<file path="src/rtl/half_adder_pkg.sv">
// Shared constants and width helper for the registered multi-lane half adder.
package half_adder_pkg;

  localparam int unsigned HA_DEFAULT_WIDTH = 1;
  localparam int unsigned HA_MAX_WIDTH     = 64;

  // Bits needed to hold a lane count in 0..width inclusive.
  function automatic int unsigned carry_count_width(input int unsigned width);
    return $clog2(width + 1);
  endfunction

endpackage

</file>
<file path="src/rtl/half_adder_cell.sv">
// Single combinational half-adder lane: one-bit sum and carry.
module half_adder_cell (
  input  logic a,
  input  logic b,
  output logic sum,
  output logic carry_out
);

  assign sum       = a ^ b;
  assign carry_out = a & b;

endmodule

</file>
<file path="src/rtl/half_adder.sv">
// Registered WIDTH-lane half adder with a valid qualifier and one-cycle latency.
// Optional HALF_ADDER_CARRY_COUNT_EN adds a registered popcount of the carry lanes.
module half_adder
  import half_adder_pkg::*;
#(
  parameter int unsigned WIDTH = HA_DEFAULT_WIDTH
) (
  input  logic             clk,
  input  logic             rst,
  input  logic             in_valid,
  input  logic [WIDTH-1:0] a,
  input  logic [WIDTH-1:0] b,
  output logic             out_valid,
  output logic [WIDTH-1:0] sum,
  output logic [WIDTH-1:0] carry_out
`ifdef HALF_ADDER_CARRY_COUNT_EN
  ,
  output logic [carry_count_width(WIDTH)-1:0] carry_count
`endif
);

  if (WIDTH < 1 || WIDTH > HA_MAX_WIDTH) begin : g_bad_width
    $error("half_adder: WIDTH out of range");
  end

  logic [WIDTH-1:0] sum_w, carry_w;

  for (genvar i = 0; i < WIDTH; i++) begin : g_lane
    half_adder_cell u_cell (
      .a         (a[i]),
      .b         (b[i]),
      .sum       (sum_w[i]),
      .carry_out (carry_w[i])
    );
  end

  logic             out_valid_d, out_valid_q;
  logic [WIDTH-1:0] sum_d, sum_q;
  logic [WIDTH-1:0] carry_d, carry_q;

`ifdef HALF_ADDER_CARRY_COUNT_EN
  localparam int unsigned CntW = carry_count_width(WIDTH);

  logic [CntW-1:0] cnt_w, cnt_d, cnt_q;

  always_comb begin
    cnt_w = '0;
    for (int unsigned i = 0; i < WIDTH; i++) begin
      cnt_w = cnt_w + CntW'(carry_w[i]);
    end
    cnt_d = in_valid ? cnt_w : cnt_q;
  end

  always_ff @(posedge clk) begin
    if (rst) begin
      cnt_q <= '0;
    end else begin
      cnt_q <= cnt_d;
    end
  end

  assign carry_count = cnt_q;
`endif

  // Data registers only load on accepted inputs, so X on idle inputs never reaches them.
  always_comb begin
    out_valid_d = in_valid;
    sum_d       = in_valid ? sum_w   : sum_q;
    carry_d     = in_valid ? carry_w : carry_q;
  end

  always_ff @(posedge clk) begin
    if (rst) begin
      out_valid_q <= 1'b0;
      sum_q       <= '0;
      carry_q     <= '0;
    end else begin
      out_valid_q <= out_valid_d;
      sum_q       <= sum_d;
      carry_q     <= carry_d;
    end
  end

  assign out_valid = out_valid_q;
  assign sum       = sum_q;
  assign carry_out = carry_q;

endmodule

</file>
<file path="config.mk">
export PLATFORM = sky130hd
export DESIGN_NAME = half_adder
export DESIGN_NICKNAME = d
export VERILOG_FILES = /design/src/rtl/half_adder_pkg.sv /design/src/rtl/half_adder_cell.sv /design/src/rtl/half_adder.sv
export SDC_FILE = /design/constraint.sdc
export NUM_CORES = 1
export LEC_CHECK = 0
export CAP_MARGIN = 10
export CORE_AREA = 2 2 39 41
export CTS_CLUSTER_SIZE = 20
export DETAILED_ROUTE_END_ITERATION = 12
export DIE_AREA = 0 0 41 43
export HOLD_SLACK_MARGIN = 0.12
export PLACE_DENSITY = 0.3
export SYNTH_ARGS = -nofsm -noshare
export SYNTH_HDL_FRONTEND = slang
export SYNTH_HIERARCHICAL = 1
export SYNTH_SLANG_ARGS = --single-unit
</file>
<file path="constraint.sdc">
create_clock -name clk -period 1.35 [get_ports clk]
set_clock_uncertainty 0.15 [all_clocks]
set_input_delay 0.135 -clock clk [delete_from_list [all_inputs] [get_ports clk]]
set_output_delay 0.135 -clock clk [all_outputs]
set_load 0.005 [all_outputs]
</file>
==> metrics.cfg <==
[clocking]
clk_root_buffer_cell=clkbuf_4
clock_network_latency_to_the_later_pin_of_the_worst_skew_pair_ps=230
htreeDepth=1
numCtsBuffers=3
clock_sinks=3
clock_tree_from_tritoncts=done
post_cts_buffers=0
maximum_buffer_depth_of_the_clock_tree=2
clkSlewWorstSetupHoldPaths_ps=40

[worst_setup_path]
cp_top_family=flip-flops
path_cells=dlygate4sd2_1
critPathLaunchType=flop
worstSetupEndpointType=output port
combined_buffer_and_inverter_count_along_the_critical_path=1
worst_path_max_delay_cell=dfxtp_1
critical_path_class=reg -> out
worstPathArrival_ps=800
critical_path_peak_fanout=2
worst_path_largest_cell_delay_ps=300
required_ps=1070

[synth]
seq_area_frac_synth=0.565
yosysUniqueCellTypes=5
ys_top_cells_by_area=dfxtp_1 (56%), mux2i_1 (19%), ha_1 (12%)
synth-seq-cells=3
synthesis.yosys.warnings=6
synth_area_per_cell_sq_um=11.8
synth_area_leader=dfxtp_1
synthCells=9
netlist_area_before_placement_sq_um=106
synth.net_count=15
post-synth-top-area-fraction=0.565

[sta]
worstMarginPinSlew_ps=117
fin_crit_ps=1080
rsz0062_at_grt=no
finalHoldViolations=0
final-max-slew-violation-count=0
post-route-worst-setup-slack_ps=268
final.period_utilization=0.802
timing.final.setup_violations=0
maxClockFrequency_ghz=0.924
setup_tns_ps=0
slew_headroom=0.920

[drt]
met2_wirelength_um=67
wl_met3_um=61
drt_pass1_iterations=2
remaining_routing_drc_violations=0
wirelength_met1_um=117
postRouteAntennaNets=0
vias=103
drtIter0Drc=1
totalWireLength_um=270
routedWlPerCell_um=7.50
route.top_layer_used=met4
via_per_inst=2.86

[floorplanning]
rows=14
die-area_sq_um=1760
die_span_x_um=41
top_level_ports=8
fp.coreArea_sq_um=1380
die_h_um=43
initial_core_util=0.0769

[global_route]
global_route_wire_length_before_repair_um=414
grt_pass1_vias=112
antenna_violations_before_repair=0
overflow=0
grt_start_max_net_pins=4
globalRouteTotalUtil=0.0471

[power_and_ir_drop]
power.static_leakage_uw=0.000113
vdd.ir_drop.worst_v=0.000150
pwr_density_cell_nw_per_um2=1290

[cells_and_area]
final_net_count=27
final_cell_mix=clkdlybuf4s50_1 (4), dfxtp_1 (3), clkbuf_4 (3)
finalNonFillerCells=36
antenna_cells_inserted=0
area_of_the_multi_input_gates_sq_um=46.3
layout_fillers=158
drive_gt1_frac=0.150
syn2layout_area_growth_pct=109
register_area_sq_um=60.1
final_common_cell=clkdlybuf4s50_1

[placement]
place_hpwl_um=201
count_of_buffers_inserted_at_the_top_level_ports=7
placement_setup_slack_ps=64.1
place_congestion=0.520
dpl_cells=32

[worst_hold_path]
worstHoldPathType=in -> reg

[status]
run_status=finished, final reports clean

[run]
max_cap_violations=0

## routing by layer
layer  track usage  up-vias
met5             0        -
met4         0.100        0
met3        0.0471        4
met2        0.0406       10
met1        0.0321       37
li1              -       52
## repair_timing
| item | CTS | global route |
|---|---|---|
| cloned | 0 | 0 |
| setup endpoints to repair | 2 | 1 |
| resized for setup | 2 | 1 |
| hold buffers | 0 | 0 |
## synth_stat cells
cell     instances
dfxtp_1          3
mux2i_1          2
nor2_1           2
ha_1             1
nor2b_1          1
## flip-flops by register name, indices dropped and copies added (netlist names)
name / flops
carry_out: 1
out_valid: 1
sum: 1
## logic make-up (layout without fill, tap and decap cells)
group                    after synthesis  count (layout)  share of synthesized area
adder cells (fa/ha/maj)                1               1                      0.118
buffers and inverters                  0              11                          0
flip-flops                             3               3                      0.565
multiplexers                           2               2                      0.188
AND/OR/NAND/NOR                        3               3                      0.129
## metrics by stage
step	util	hold WS (ps)	total power, uW	instance area [sq um]
after detailed placement	0.142	346	131	196
after CTS	0.159	340	294	220
after floorplan	-	56.6	106	106
after global placement	0.142	337	131	196
final	0.161	339	286	223
after global routing	0.161	356	313	223
## where the power goes
part           total (uW)  switching [uW]  internal [uW]
registers            96.2            1.95           94.2
logic                30.2            9.49           20.7
clock network         160            49.0            111
total                 286            60.4            226
## final cells by class
type	instances	area share
Timing Repair Buffer	7	0.315
Sequential cell	3	0.270
Multi-Input combinational cell	6	0.208
Clock buffer	4	0.118
Tap cell	16	0.0899
## path summary, 6_finish.rpt
path	start	to	slack, ps	depth (start not counted)
max	sum	sum	270	1
min	rst	sum	340	2
max reg2reg	carry_out	carry_out	620	2
min reg2reg	sum	sum	350	2
Power figures use the tool's default switching activity.
